==> src/rtl/raven_pe_pkg.sv <==
// Shared types and Q-format helpers for the PE drain path.
// Holds the gemm_uno mode encoding and the saturation bound functions that
// depend on the operand Q-format (INT_BW integer bits, FRA_BW fraction bits).
package raven_pe_pkg;

    typedef enum logic [1:0] {
        GEMM = 2'b00,
        DIV  = 2'b01,
        EXP  = 2'b10,
        LOG  = 2'b11
    } gemm_uno_e;

    // Largest accumulator value representable after the product shift.
    // A product of two Q(INT_BW,FRA_BW) operands carries 2*FRA_BW fraction bits.
    function automatic longint acc_hi(input int ib, input int fb);
        return (longint'(1) << (ib + 2 * fb)) - longint'(1);
    endfunction

    // Smallest accumulator value representable after the product shift.
    function automatic longint acc_lo(input int ib, input int fb);
        return -(longint'(1) << (ib + 2 * fb));
    endfunction

    // Positive clamp word: largest value of the (INT_BW+FRA_BW+1)-bit result.
    function automatic longint out_hi(input int ib, input int fb);
        return (longint'(1) << (ib + fb)) - longint'(1);
    endfunction

    // Negative clamp word: smallest value of the (INT_BW+FRA_BW+1)-bit result.
    function automatic longint out_lo(input int ib, input int fb);
        return -(longint'(1) << (ib + fb));
    endfunction

endpackage

==> src/rtl/pe_drain_acc_sat.sv <==
// acc_sat: combinational accumulator-to-output conversion.
// GEMM mode drops FRA_BW fraction bits (truncation toward -inf) and clamps
// to the output Q-format; every other mode passes the low MUL_BW bits through.
// sat_o flags a GEMM sample that hit either clamp.
module acc_sat
    import raven_pe_pkg::*;
#(
    parameter int INT_BW = 5,
    parameter int FRA_BW = 7,
    parameter int MUL_BW = 16,
    parameter int ACC_BW = 32
) (
    input  logic [1:0]               mode_i,
    input  logic signed [ACC_BW-1:0] acc_i,
    output logic signed [MUL_BW-1:0] word_o,
    output logic                     sat_o
);

    localparam int TW = INT_BW + FRA_BW + 1;

    localparam logic signed [ACC_BW-1:0] ACC_HI = ACC_BW'(acc_hi(INT_BW, FRA_BW));
    localparam logic signed [ACC_BW-1:0] ACC_LO = ACC_BW'(acc_lo(INT_BW, FRA_BW));
    localparam logic signed [MUL_BW-1:0] WORD_HI = MUL_BW'(out_hi(INT_BW, FRA_BW));
    localparam logic signed [MUL_BW-1:0] WORD_LO = MUL_BW'(out_lo(INT_BW, FRA_BW));

    gemm_uno_e         mode;
    logic [TW-1:0]     slice;
    logic [MUL_BW-1:0] slice_ext;

    assign mode      = gemm_uno_e'(mode_i);
    assign slice     = acc_i[INT_BW+2*FRA_BW:FRA_BW];
    assign slice_ext = {{(MUL_BW-TW){slice[TW-1]}}, slice};

    // Select clamp, shifted slice or raw passthrough depending on mode.
    always_comb begin
        word_o = acc_i[MUL_BW-1:0];
        sat_o  = 1'b0;
        if (mode == GEMM) begin
            if (acc_i > ACC_HI) begin
                word_o = WORD_HI;
                sat_o  = 1'b1;
            end else if (acc_i < ACC_LO) begin
                word_o = WORD_LO;
                sat_o  = 1'b1;
            end else begin
                word_o = slice_ext;
            end
        end
    end

endmodule

==> src/rtl/pe_drain.sv <==
// pe_drain: converts the bottom PE's accumulator output and queues it in a
// small FIFO for a valid/ready consumer. Words that arrive while full with
// no pop are dropped and flagged in the sticky ovf_o.
// Optional feature macro: PE_DRAIN_SATCNT_EN adds sat_cnt_o, a saturating
// count of pushed GEMM samples that were clamped.
module pe_drain
    import raven_pe_pkg::*;
#(
    parameter int INT_BW = 5,
    parameter int FRA_BW = 7,
    parameter int MUL_BW = 16,
    parameter int ACC_BW = 32,
    parameter int DEPTH  = 4
) (
    input  logic                       clk,
    input  logic                       rst,
    input  logic [1:0]                 gemm_uno,
    input  logic                       o_vld_i,
    input  logic signed [ACC_BW-1:0]   o_i,
    input  logic                       flush_i,
    output logic                       d_vld_o,
    input  logic                       d_rdy_i,
    output logic signed [MUL_BW-1:0]   d_o,
    output logic [$clog2(DEPTH):0]     cnt_o,
`ifdef PE_DRAIN_SATCNT_EN
    output logic [15:0]                sat_cnt_o,
`endif
    output logic                       ovf_o
);

    localparam int PW = $clog2(DEPTH);
    localparam int CW = PW + 1;

    logic signed [MUL_BW-1:0] sat_word;
    logic                     sat_flag;

    logic [MUL_BW-1:0] mem_q [DEPTH];
    logic [PW-1:0]     wr_ptr_q, wr_ptr_d;
    logic [PW-1:0]     rd_ptr_q, rd_ptr_d;
    logic [CW-1:0]     cnt_q, cnt_d;
    logic              ovf_q, ovf_d;
    logic              full;
    logic              push;
    logic              pop;

    acc_sat #(
        .INT_BW (INT_BW),
        .FRA_BW (FRA_BW),
        .MUL_BW (MUL_BW),
        .ACC_BW (ACC_BW)
    ) u_acc_sat (
        .mode_i (gemm_uno),
        .acc_i  (o_i),
        .word_o (sat_word),
        .sat_o  (sat_flag)
    );

    assign full = (cnt_q == CW'(DEPTH));
    assign pop  = (cnt_q != '0) && d_rdy_i;
    assign push = o_vld_i && (!full || pop);

    // Next-state for pointers, occupancy and overflow; flush wins over push/pop.
    always_comb begin
        wr_ptr_d = wr_ptr_q;
        rd_ptr_d = rd_ptr_q;
        cnt_d    = cnt_q;
        ovf_d    = ovf_q;
        if (flush_i) begin
            wr_ptr_d = '0;
            rd_ptr_d = '0;
            cnt_d    = '0;
            ovf_d    = 1'b0;
        end else begin
            if (push) begin
                wr_ptr_d = wr_ptr_q + PW'(1);
            end
            if (pop) begin
                rd_ptr_d = rd_ptr_q + PW'(1);
            end
            if (push && !pop) begin
                cnt_d = cnt_q + CW'(1);
            end else if (pop && !push) begin
                cnt_d = cnt_q - CW'(1);
            end
            if (o_vld_i && !push) begin
                ovf_d = 1'b1;
            end
        end
    end

    // Control state register with synchronous reset.
    always_ff @(posedge clk) begin
        if (rst) begin
            wr_ptr_q <= '0;
            rd_ptr_q <= '0;
            cnt_q    <= '0;
            ovf_q    <= 1'b0;
        end else begin
            wr_ptr_q <= wr_ptr_d;
            rd_ptr_q <= rd_ptr_d;
            cnt_q    <= cnt_d;
            ovf_q    <= ovf_d;
        end
    end

    // Storage write; contents are not reset so the array can map to RAM.
    always_ff @(posedge clk) begin
        if (push && !flush_i && !rst) begin
            mem_q[wr_ptr_q] <= sat_word;
        end
    end

    assign d_vld_o = (cnt_q != '0);
    assign d_o     = d_vld_o ? mem_q[rd_ptr_q] : '0;
    assign cnt_o   = cnt_q;
    assign ovf_o   = ovf_q;

`ifdef PE_DRAIN_SATCNT_EN
    logic [15:0] sat_cnt_q, sat_cnt_d;

    // Count accepted GEMM samples that clamped, holding at all-ones.
    always_comb begin
        sat_cnt_d = sat_cnt_q;
        if (flush_i) begin
            sat_cnt_d = '0;
        end else if (push && sat_flag && (sat_cnt_q != 16'hFFFF)) begin
            sat_cnt_d = sat_cnt_q + 16'd1;
        end
    end

    // Saturation counter register.
    always_ff @(posedge clk) begin
        if (rst) begin
            sat_cnt_q <= '0;
        end else begin
            sat_cnt_q <= sat_cnt_d;
        end
    end

    assign sat_cnt_o = sat_cnt_q;
`else
    logic unused_sat;
    assign unused_sat = sat_flag;
`endif

endmodule

==> config.mk <==
export PLATFORM = sky130hd
export DESIGN_NAME = pe_drain
export DESIGN_NICKNAME = d
export VERILOG_FILES = /design/src/rtl/raven_pe_pkg.sv /design/src/rtl/pe_drain_acc_sat.sv /design/src/rtl/pe_drain.sv
export SDC_FILE = /design/constraint.sdc
export NUM_CORES = 1
export LEC_CHECK = 0
export CAP_MARGIN = 20
export CORE_MARGIN = 2
export CORE_UTILIZATION = 38
export DETAILED_ROUTE_END_ITERATION = 7
export HOLD_SLACK_MARGIN = 0.05
export PLACE_DENSITY = 0.69
export SLEW_MARGIN = 20
export SYNTH_ARGS = -nofsm -noshare
export SYNTH_HDL_FRONTEND = slang
export SYNTH_HIERARCHICAL = 1
export SYNTH_SLANG_ARGS = --single-unit
==> constraint.sdc <==
create_clock -name clk -period 4.3 [get_ports clk]
set_clock_uncertainty 0.15 [all_clocks]
set_input_delay 0.86 -clock clk [delete_from_list [all_inputs] [get_ports clk]]
set_output_delay 0.86 -clock clk [all_outputs]
set_load 0.02 [all_outputs]
==> results.md <==
* Outcome: completed
* M3 GR Usage at 2.600%
* Share of post-route cells with drive strength above 1 at 11.83%
* P_int at 1.183 mW
* Gate power share at 15.9%
* Total CTS buffers at 9
* Avg Inst Size Synth at 16.07 um2
* DRT Pass-1 Iters at 4
* Via/cell ratio at 5.483
* VDD IR max at 0.0001368 V
* CTS tree: yes
* DR iter-0 viols at 123
* CTS clk-pin slew, worst paths at 0.07 ns
* Area of the mapped netlist at 3472 um2
* Setup bufs post-CTS at 0
* First-pass GRT wire length at 11,060 um
* Slew Limit Headroom at 38.33%
* Root Driver: clkbuf_8
* Sum Neg Setup Slack at 0 ns
* Hold Path Class: register to register
* Syn_nets at 261
* Initial core utilization at 39.43%
* Clock power frac at 32.2%
* CTS resizes at 0
* Sequential fraction of design power at 51.9%
* CTS sink count at 74
* Gpl congestion at 0.8003
* Placed insts at 371
* Worst-path fanout max at 9
* RSZ-0062 raised after global routing: no
* Setup violations, final at 0
* Residual DRC at 0
* Layout area overhead at 23.35%
* Aggregate global-route resource usage at 14.60%
* # hold bufs at CTS at 0
* Fill cells at 739
* Post-Syn Instances at 216
* Die Y at 99.59 um
* Total routed wirelength at 6795 um
* # diodes at 0
* Fin crit share at 82.31%
* Worst-skew pair later-pin latency at 0.34 ns
* Routed Antenna Nets at 0
* Initial antenna violation count at 0
* Vias in the first global route at 2,163
* Worst setup path category: register to output port
* Max-slew violation total from the final report at 0
* Longest Clk Path Bufs at 2
* Grt met1 use at 19.06%
* Fin nets at 319
* P_leak at 1.432 nW
* Busiest grt layer: met2
* Crit path time final at 3.539 ns
* Met2 Use GR at 24.17%
* Top Ports at 60
* H-tree Lvls at 3
* Fin cells at 387
* Number of core rows at 34
* Most frequent cells in the layout: 64 x edfxtp_1, 59 x clkdlybuf4s50_1, 17 x inv_1
* Startpoint Class: register
* Cell Pwr Density at 363.8 nW/um2
* I/O Buffers at 59
* Largest net degree at the start of global routing at 20
* Worst setup EP type: output port
* Core area at 8806 um2
* Post-DR wirelength/cell at 17.56 um
* Worst-Margin Slew at 0.9220 ns
* Req. time, crit path at 3.29 ns
* Data arrival, critical path at 2.53 ns
* Final hold vios at 0
* Die Wd at 99.59 um
* Reg2Reg Depth at 8
* Most common cell after layout, fill and taps aside: edfxtp_1
* P_sw at 0.3753 mW
* Synth warn at 6
* Vias at 2,122
* Global route overflow at 0
* Post-detail-place hpwl at 4729 um
* Switching Fraction at 24.09%
* Hold depth at 2
* Fmax at 0.2825 GHz
* Die area at 9917 um2
* Max-Cap Viols at 0
-- critical path, cell delays in order, from the launching register on --
cell	delay (ns)
dfxtp_1	0.61
buf_4	0.31
mux4_1	0.55
nor2b_1	0.14
clkdlybuf4s50_1	0.57
-- flip-flops by register name, summed over array words and instances (netlist names), named ones only --
register  count
rd_ptr_q      2
wr_ptr_q      2
mem_q        64
ovf_o         1
cnt_o         3
-- power groups by stage --
stage	Sequential, mW	Clock [mW]	Combinational [mW]
global route	0.810	0.546	0.267
CTS	0.809	0.515	0.251
finish	0.809	0.502	0.248
floorplan	0.823	0	0.137
global placement	0.824	0	0.246
detailed placement	0.825	0	0.251
-- final timing paths --
kind,slack [ns],to,from
max,0.76,d_o[15],register
min,0.32,ovf_o$_SDFFE_PP0P_,ovf_o$_SDFFE_PP0P_
max reg2reg,1.91,cnt_o[2]$_SDFFE_PP0P_,cnt_o[0]$_SDFFE_PP0P_
min reg2reg,0.32,ovf_o$_SDFFE_PP0P_,ovf_o$_SDFFE_PP0P_
-- routing by layer --
layer	up-vias	share of wire [%]
met3	10	5.0
met4	0	1.5
li1	981	-
met5	-	0
met1	1063	43
met2	68	50
-- per-stage QoR --
step / utilization (%) / total power, mW / setup WS (ns) / hold WS (ns) / cell area, um2
CTS: 48.64 / 1.575 / 0.7299 / 0.3292 / 4283
finish: 48.64 / 1.558 / 0.7608 / 0.3203 / 4283
detailed placement: 46.53 / 1.075 / 1.083 / 0.3107 / 4098
global route: 48.64 / 1.623 / 0.6188 / 0.3676 / 4283
floorplan: - / 0.9606 / 1.814 / 0.3091 / 3472
global placement: 46.53 / 1.070 / 1.101 / 0.2994 / 4098
-- cell type report --
type,instances,area [um2],area share (%)
multi-input combinational,112,1179,27.52
sequential,74,2122,49.55
tap,108,135.1,3.155
clock buffer,10,127.6,2.980
timing repair buffer,60,598.1,13.96
clock inverter,6,57.56,1.344
inverter,17,63.81,1.490
(Power assumes the default switching activity.)
